===== src/rtl/i2c_seq_pkg.sv =====
// i2c_seq_pkg: shared command codes, register indices, error codes, byte selects and FSM states
package i2c_seq_pkg;
  localparam logic [2:0] CMD_START     = 3'b000;
  localparam logic [2:0] CMD_WRITE     = 3'b001;
  localparam logic [2:0] CMD_READ_ACK  = 3'b010;
  localparam logic [2:0] CMD_READ_NACK = 3'b011;
  localparam logic [2:0] CMD_STOP      = 3'b100;
  localparam logic [2:0] CMD_RESTART   = 3'b101;
  localparam logic [1:0] REG_STATUS  = 2'b00;
  localparam logic [1:0] REG_DIVIDER = 2'b01;
  localparam logic [1:0] REG_CMD     = 2'b10;
  localparam logic [1:0] ERR_OK      = 2'b00;
  localparam logic [1:0] ERR_NACK    = 2'b01;
  localparam logic [1:0] ERR_TIMEOUT = 2'b10;
  localparam logic [2:0] BS_ZERO  = 3'd0;
  localparam logic [2:0] BS_DEV_W = 3'd1;
  localparam logic [2:0] BS_REG   = 3'd2;
  localparam logic [2:0] BS_DATA  = 3'd3;
  localparam logic [2:0] BS_DEV_R = 3'd4;
  typedef enum logic [2:0] {
    S_INIT_DIV, S_IDLE, S_ISSUE, S_WAIT_BUSY, S_WAIT_READY, S_CHECK, S_DONE
  } state_t;
endpackage


===== src/rtl/i2c_seq_rom.sv =====
// i2c_seq_rom: step program, (rw, step) -> (cmd, byte select, last); STOP is the default/last step
module i2c_seq_rom
  import i2c_seq_pkg::*;
(
  input  logic       rw,
  input  logic [2:0] step,
  output logic [2:0] cmd,
  output logic [2:0] bsel,
  output logic       last
);
  always_comb begin
    cmd  = CMD_STOP;
    bsel = BS_ZERO;
    last = 1'b1;
    case ({rw, step})
      4'b0_000, 4'b1_000: begin cmd = CMD_START; last = 1'b0; end
      4'b0_001, 4'b1_001: begin cmd = CMD_WRITE; bsel = BS_DEV_W; last = 1'b0; end
      4'b0_010, 4'b1_010: begin cmd = CMD_WRITE; bsel = BS_REG; last = 1'b0; end
      4'b0_011:           begin cmd = CMD_WRITE; bsel = BS_DATA; last = 1'b0; end
      4'b1_011:           begin cmd = CMD_RESTART; last = 1'b0; end
      4'b1_100:           begin cmd = CMD_WRITE; bsel = BS_DEV_R; last = 1'b0; end
      4'b1_101:           begin cmd = CMD_READ_NACK; last = 1'b0; end
      default:            ;
    endcase
  end
endmodule


===== src/rtl/i2c_txn_sequencer.sv =====
// i2c_txn_sequencer: host register read/write txns -> i2c_module bus (cs/read/write/reg_address/write_data, status on read_data)
module i2c_txn_sequencer
  import i2c_seq_pkg::*;
#(
  parameter logic [15:0] DIVIDER = 16'd250,
  parameter logic [15:0] TIMEOUT = 16'd50000
) (
  input  logic        clk,
  input  logic        reset,
  input  logic        start,
  input  logic        rw,
  input  logic [6:0]  dev_addr,
  input  logic [7:0]  reg_addr,
  input  logic [7:0]  wr_data,
  output logic        busy,
  output logic        done,
  output logic [1:0]  err,
  output logic [7:0]  rd_data,
  output logic        cs,
  output logic        read,
  output logic        write,
  output logic [1:0]  reg_address,
  output logic [15:0] write_data,
  input  logic [15:0] read_data
);
  state_t      state_q, state_d;
  logic [2:0]  step_q, step_d;
  logic [15:0] to_q, to_d;
  logic [1:0]  err_q, err_d;
  logic [7:0]  hold_q, hold_d, rd_q;
  logic        rw_q, busy_q, done_q, cs_q, read_q, write_q;
  logic [6:0]  dev_q;
  logic [7:0]  reg_q, wd_q;
  logic [1:0]  ra_q, ra_d;
  logic [15:0] wdata_q, wdata_d;
  logic        is_wr, is_rd;
  logic [2:0]  cmd, bsel;
  logic        last;
  logic [7:0]  cmd_byte;
  logic        unused_status;
  assign unused_status = ^read_data[15:10];
  i2c_seq_rom u_rom (.rw(rw_q), .step(step_q), .cmd(cmd), .bsel(bsel), .last(last));
  always_comb begin
    cmd_byte = bsel == BS_DEV_W ? {dev_q, 1'b0} :
               bsel == BS_REG   ? reg_q :
               bsel == BS_DATA  ? wd_q :
               bsel == BS_DEV_R ? {dev_q, 1'b1} : 8'h00;
    is_wr    = state_q == S_INIT_DIV || state_q == S_ISSUE;
    is_rd    = state_q == S_WAIT_BUSY || state_q == S_WAIT_READY;
    ra_d     = state_q == S_INIT_DIV ? REG_DIVIDER : state_q == S_ISSUE ? REG_CMD : REG_STATUS;
    wdata_d  = state_q == S_INIT_DIV ? DIVIDER : state_q == S_ISSUE ? {5'b0, cmd, cmd_byte} : wdata_q;
  end
  always_comb begin
    state_d = state_q;
    step_d  = step_q;
    to_d    = to_q;
    err_d   = err_q;
    hold_d  = hold_q;
    case (state_q)
      S_INIT_DIV: state_d = S_IDLE;
      S_IDLE: if (start) begin
        state_d = S_ISSUE;
        step_d  = 3'd0;
        err_d   = ERR_OK;
      end
      S_ISSUE: begin
        state_d = S_WAIT_BUSY;
        to_d    = 16'd0;
      end
      S_WAIT_BUSY, S_WAIT_READY: begin
        to_d = to_q + 16'd1;
        // >= rather than == so a count that stepped past TIMEOUT still aborts
        if (state_q == S_WAIT_BUSY ? !read_data[8] : read_data[8])
          state_d = state_q == S_WAIT_BUSY ? S_WAIT_READY : S_CHECK;
        else if (to_d >= TIMEOUT) begin
          state_d = S_DONE;
          err_d   = ERR_TIMEOUT;
        end
      end
      S_CHECK: if (last) state_d = S_DONE;
      else begin
        state_d = S_ISSUE;
        hold_d  = cmd == CMD_READ_NACK ? read_data[7:0] : hold_q;
        if (cmd == CMD_WRITE && !read_data[9]) begin
          err_d  = ERR_NACK;
          step_d = rw_q ? 3'd6 : 3'd4;
        end else step_d = step_q + 3'd1;
      end
      S_DONE: state_d = S_IDLE;
      default: state_d = S_INIT_DIV;
    endcase
  end
  // bus outputs are registered from the current state, so each strobe appears one cycle after its state
  always_ff @(posedge clk or posedge reset) begin
    if (reset) begin
      state_q <= S_INIT_DIV;
      step_q  <= '0;
      to_q    <= '0;
      err_q   <= '0;
      hold_q  <= '0;
      rd_q    <= '0;
      rw_q    <= 1'b0;
      dev_q   <= '0;
      reg_q   <= '0;
      wd_q    <= '0;
      busy_q  <= 1'b0;
      done_q  <= 1'b0;
      cs_q    <= 1'b0;
      read_q  <= 1'b0;
      write_q <= 1'b0;
      ra_q    <= '0;
      wdata_q <= '0;
    end else begin
      state_q <= state_d;
      step_q  <= step_d;
      to_q    <= to_d;
      err_q   <= err_d;
      hold_q  <= hold_d;
      if (state_q == S_IDLE && start) begin
        rw_q  <= rw;
        dev_q <= dev_addr;
        reg_q <= reg_addr;
        wd_q  <= wr_data;
      end
      if (state_d == S_DONE && err_d == ERR_OK && rw_q) rd_q <= hold_q;
      busy_q  <= state_d inside {S_ISSUE, S_WAIT_BUSY, S_WAIT_READY, S_CHECK};
      done_q  <= state_d == S_DONE;
      cs_q    <= is_wr | is_rd;
      write_q <= is_wr;
      read_q  <= is_rd;
      ra_q    <= ra_d;
      wdata_q <= wdata_d;
    end
  end
  assign busy        = busy_q;
  assign done        = done_q;
  assign err         = err_q;
  assign rd_data     = rd_q;
  assign cs          = cs_q;
  assign read        = read_q;
  assign write       = write_q;
  assign reg_address = ra_q;
  assign write_data  = wdata_q;
endmodule


===== config.mk =====
export PLATFORM = sky130hd
export DESIGN_NAME = i2c_txn_sequencer
export DESIGN_NICKNAME = d
export VERILOG_FILES = /design/src/rtl/i2c_seq_pkg.sv /design/src/rtl/i2c_seq_rom.sv /design/src/rtl/i2c_txn_sequencer.sv
export SDC_FILE = /design/constraint.sdc
export NUM_CORES = 1
export LEC_CHECK = 0
export ABC_CLOCK_PERIOD_IN_PS = 3000
export BUFFER_PORTS_ARGS = -buffer_cell sky130_fd_sc_hd__buf_4
export CAP_MARGIN = 10
export CORE_UTILIZATION = 30
export CTS_CLUSTER_DIAMETER = 200
export CTS_CLUSTER_SIZE = 14
export DETAILED_ROUTE_END_ITERATION = 10
export HOLD_SLACK_MARGIN = 0.12
export SLEW_MARGIN = 20
export SYNTH_ARGS = -nofsm -noshare
export SYNTH_HDL_FRONTEND = slang
export SYNTH_HIERARCHICAL = 1
export SYNTH_SLANG_ARGS = --single-unit
export TNS_END_PERCENT = 50

===== constraint.sdc =====
create_clock -name clk -period 3 [get_ports clk]
set_clock_uncertainty 0.1 [all_clocks]
set_input_delay 0 -clock clk [delete_from_list [all_inputs] [get_ports clk]]
set_output_delay 0 -clock clk [all_outputs]
set_load 0.01 [all_outputs]

# After elaboration in Yosys (flattened, before gate mapping)
# Index checks and enable logic that the tools add are counted.
# op_classes
reduce_logical	24
magnitude_cmp	1
bitwise	1
eq_ne	28
add_sub_neg	2
mux	29
# ops
operator	count
$mux 16	2
$mux 8	4
$pmux 16 s2	1
$eq 4x4->1 const B	6
$pmux 3 s4	2
$eq 3x2->1 const B	7
$eq 3x3->1 const B	7
$mux 3	7
$add 16x1->16 const B	1
$ge 16x16->1 const B	1
$mux 2	8
$pmux 3 s5	1
$reduce_or 10->1	1
$reduce_or 2->1	5
$eq 3x1->1 const B	3
$eq 4x2->1 const B	2
$pmux 2 s3	1
$pmux 3 s2	1
$reduce_and 3->1	2
$reduce_bool 2->1	3
$reduce_or 6->1	1
$eq 4x1->1 const B	1
$logic_and 1x1->1	4
$logic_not 4->1	1
other kinds (9)	13
# totals
out_inout_bits	33
in_bits	43
reg_bits	87

# Depth between registers and ports, before layout
# depth
ltp_word	11
mapped_depth	10

# Modules after synthesis
# The synthesis kept the hierarchy.
# modules_own_cells
mod	cells_per_inst	area_each_um2	n_inst
i2c_txn_sequencer	372	4043.9	1
i2c_seq_rom	12	62.6	1

# Least setup slack after synthesis
# Ideal clock, no wire load.
# synth_path
path_type	register to register
start	register to_q[0]
end	register rd_q[0], in the netlist rd_data[0]
path_buffers	1
setup_slack_ns	-0.071
setup_ns	0.125
t_required_ns	2.775
arrival_time_ns	2.846
synth_period_minus_slack_ns	3.071
stages_incl_launch_ff	11
path_cell_list	dfrtp_1 ha_1 nand4_1 nor4_1 xor2_1 a2111oi_4 nand4_4 a32o_1 and4bb_1 buf_6 mux2_4
# synth_via
elab_chain_cells	8
# synth_lines
item	line_no	rtl
from (decl)	i2c_txn_sequencer.sv:28	logic [15:0] to_q, to_d;
from (signal assigned)	i2c_txn_sequencer.sv:116	to_q <= to_d;
$add 16x1->16	i2c_txn_sequencer.sv:71	to_d = to_q + 16'd1;
$ge 16x16->1	i2c_txn_sequencer.sv:75	else if (to_d >= TIMEOUT) begin
$mux 2	i2c_txn_sequencer.sv:75	
$mux 2	i2c_txn_sequencer.sv:73	if (state_q == S_WAIT_BUSY ? !read_data[8] : read_data[8])
$pmux 2 s3	i2c_txn_sequencer.sv:59	case (state_q)
via err_d[1]	i2c_txn_sequencer.sv:29	logic [1:0] err_q, err_d;
$logic_not 2->1	i2c_txn_sequencer.sv:125	if (state_d == S_DONE && err_d == ERR_OK && rw_q) rd_q <= hold_q;
$logic_and 1x1->1 (2 in a row)	i2c_txn_sequencer.sv:125	
to (signal assigned)	i2c_txn_sequencer.sv:125	
to (decl)	i2c_txn_sequencer.sv:30	logic [7:0] hold_q, hold_d, rd_q;
# The timed path passes the listed nets, and every way through them passes these cells.
# A chain may end at the register's enable or synchronous reset.

# Worst setup path after layout
# layout_path
start	register to_q[0]
end	register rd_q[6], in the netlist rd_data[6]
# The elaborated chain is that of the path after synthesis.

==> impl_metrics.toml <==
[outcome]
run_status = "finished, final reports clean"

[global_routing]
antenna_found_initial = 0
grt_pass1_vias = 3304
gr-total-overflow = 0
grt_first_pass_wirelength_um = 16000
gr-usage-all-layers_pct = 14.3
largest_net_degree_at_the_start_of_global_routing = 41

[route]
drc_errors = 0
drt_first_iter_violations = 185
route.vias.total = 3265
drt-wirelength-per-cell_um = 13.6
wl_met3_um = 461
vias_per_cell = 4.80
met1Wirelength_um = 4220
drt-total-wl_um = 9280
topRoutingLayerUsed = "met4"
met2_wirelength_um = 4420
route.antenna.remaining_nets = 0
detailedRoute.firstPassIterationCount = 4

[die]
core.rowCount = 42
chipWidth_um = 119
die_height_um = 119
fp.dieArea_um2 = 14200
core_region_area_um2 = 13300
initial_utilization_pct = 30.9
pin_count = 76

[logic_synthesis]
mappedNetlistArea_um2 = 4110
area_share_of_the_largest_cell_type_after_synthesis_pct = 50.0
post_synth.cell_area_avg_um2 = 10.7
yosys-top-cells-area = "dfrtp_1, mux2_2, o21ai_0, nor2_1, a21oi_1"
yosys_warnings = 6
post_synth_inst_count = 384
synthArstFlopShare_pct = 100
synth_edf_count = 0
ys_ff_latch = 82
yosys.cell_types.count = 57
synth_largest_area_cell = "dfrtp_1"
seq_area_frac_synth_pct = 50.0
yosys_most_used_dff = "dfrtp_1"

[critical_path]
timing.critical_path.to_type = "register"
crit_path_start_kind = "register"
critical_path_buf_inv_count = 2
max_stage_delay_ps = 420
critical_path.cell_chain = "buf_4, nand4_4, nor2_4, and3_1, a2111oi_4, nand4_4, a32o_1, and4bb_1, buf_12, mux2_4"
worst-path-max-fanout = 8
crit_path_frequent_cell = "nand4_4"
cp_top_family = "simple AND/OR/NAND/NOR gates"
crit_required_ps = 3110
worst_ep_arrival_time_ps = 2980
cp_slowest_cell = "dfrtp_2"
worstSetupPathType = "reg -> reg"

[cells_and_area]
finish.instance_area_um2 = 5600
area_delta_synth_final_pct = 36.3
fillCellCount = 1280
final_util_pct = 42.1
design.final.nets = 544
final_layout_size_suffix_gt1_share_pct = 33.9
diodes = 0
multi_input_comb_area_um2 = 1960
register_area_um2 = 2050

[clocking]
clkSlewWorstSetupHoldPaths_ps = 60
cts_made_buffers = 9
tritoncts_num_sinks = 82
clk_latency_worst_skew_pair_ps = 340
ctsHtreeMaxLevel = 3
tritoncts = "yes"
ctsRootBufferMaster = "clkbuf_16"
clock_path_buffers = 2

[sta]
maxSlewViolCount = 0
period_utilization_pct = 95.7
period_needed_ps = 2870
relSlewSlack_pct = 53.3
achievable-frequency_mhz = 348
setup_viol_count_final = 0
timing_hold_violations_final = 0
post-route-worst-setup-slack_ps = 129
grt_setup_unrepaired = "true"
fin_worst_hold_slack_ps = 218
worst_slew_pin_slew_ps = 700

[placement]
placed_cell_area_um2 = 4900
routability_congestion_estimate = 0.866
numPortBuffers = 64
hpwl_um = 6750
dp_slack_ps = -4.52

[power]
worst_ir_drop_vdd_v = 0.000499
leakagePower_nw = 2.51
power.density_nw_per_um2 = 828

[run]
maxCapViolCount = 0

[worst_hold_path]
worstHoldPathType = "in -> async"
## path summary, 6_finish.rpt
| kind | to | cells past startpoint | from | slack, ps |
|---|---|---|---|---|
| max | rd_data[6] | 10 | to_q[0] | 130 |
| min | reg_address[1] | 3 | reset | 220 |
| max reg2reg | rd_data[6] | 10 | to_q[0] | 130 |
| min reg2reg | write_data[10] | 2 | write_data[10] | 380 |
| max in group asynchronous | wd_q[4] | 4 | reset | 1810 |
| min in group clk | wd_q[0] | 3 | wr_data[0] | 330 |
## cells by family (layout without fill, tap and decap cells)
logic type	Yosys count	after routing	synth area share [%]
and+or+nand+nor	118	118	16.0
DFF	82	82	50.0
muxes	49	49	13.9
buffers and inverters	33	149	3.81
other	1	5	0.0913
xor gates and xnor gates	9	9	1.92
adders and majority gates	2	2	0.609
AOI/OAI and AO/OA	90	90	13.7
## routing by layer
metal	vias to the layer above	track usage, %
met2	78	23.6
li1	1583	-
met1	1594	17.7
met5	-	0
met3	10	4.02
met4	0	5.30
## cells in the final DEF, fill, tap and decap left out, types with 5 or more instances in the layout
cell type and count:
o21ai_0 41, buf_4 87, nand4_1 7, mux2i_1 8, nand2b_1 7, nand2_1 30
dfrtp_1 80, clkbuf_16 9, mux2_4 8, inv_1 7, conb_1 5, a21oi_1 25
xnor2_1 6, nor2_1 33, nand3_1 10, mux2_2 33, dlygate4sd3_1 36
## cells in the mapped netlist (all sizes together), types with 3 or more instances
| cell | instances |
|---|---|
| a21oi | 26 |
| and2 | 3 |
| and3 | 3 |
| buf | 12 |
| clkbuf | 12 |
| dfrtp | 82 |
| inv | 9 |
| mux2 | 41 |
| mux2i | 8 |
| nand2 | 30 |
| nand2b | 7 |
| nand3 | 12 |
| nand4 | 9 |
| nor2 | 35 |
| nor3 | 3 |
| nor4 | 5 |
| o21a | 3 |
| o21ai | 42 |
| xnor2 | 6 |
| xor2 | 3 |
## stage by stage
step	TNS, ps	total power [mW]	std cells
2_1_floorplan	0	2.90	388
3_3_place_gp	0	3.46	626
3_5_place_dp	-19.6	3.52	626
4_1_cts	0	4.68	678
5_1_grt	-86.1	5.00	680
6_report	0	4.63	680
## where the power goes
part / internal (mW) / total, mW / switching (mW) / leakage [nW]
clock: 0.664 / 1.09 / 0.423 / 0.149
sequential: 1.46 / 1.72 / 0.267 / 1.05
combinational: 0.860 / 1.82 / 0.963 / 1.31
total: 2.98 / 4.63 / 1.65 / 2.51
## area by class of cell
type                            instances  area share (%)
Multi-Input combinational cell        273            35.0
Clock inverter                          5           0.961
Tap cell                              176            3.93
Timing Repair Buffer                  124            18.5
Clock buffer                           11            4.34
Sequential cell                        82            36.7
Inverter                                9           0.626
## sequential cells by signal, summed over array words and instances (netlist names)
name and cells:
busy 1, cs 1, dev_q 7, done 1
err 2, hold_q 8, rd_data 8, read 1
reg_address 2, reg_q 8, rw_q 1, state_q 3
step_q 3, to_q 16, wd_q 8, write 1
write_data 11
## tightest hold or removal path: stages
cell           delay [ps]
dlygate4sd3_1         530
buf_4                 130
clkinv_2              460
## timing repair
item                       in CTS  in global routing
gates resized for setup         0                  4
pin swaps                       1                  4
hold buffers                   36                  1
setup buffers                   0                  2
setup endpoints to repair       8                  9
hold endpoints to repair       75                  1
Note: power is estimated with default switching activity, not from simulation.
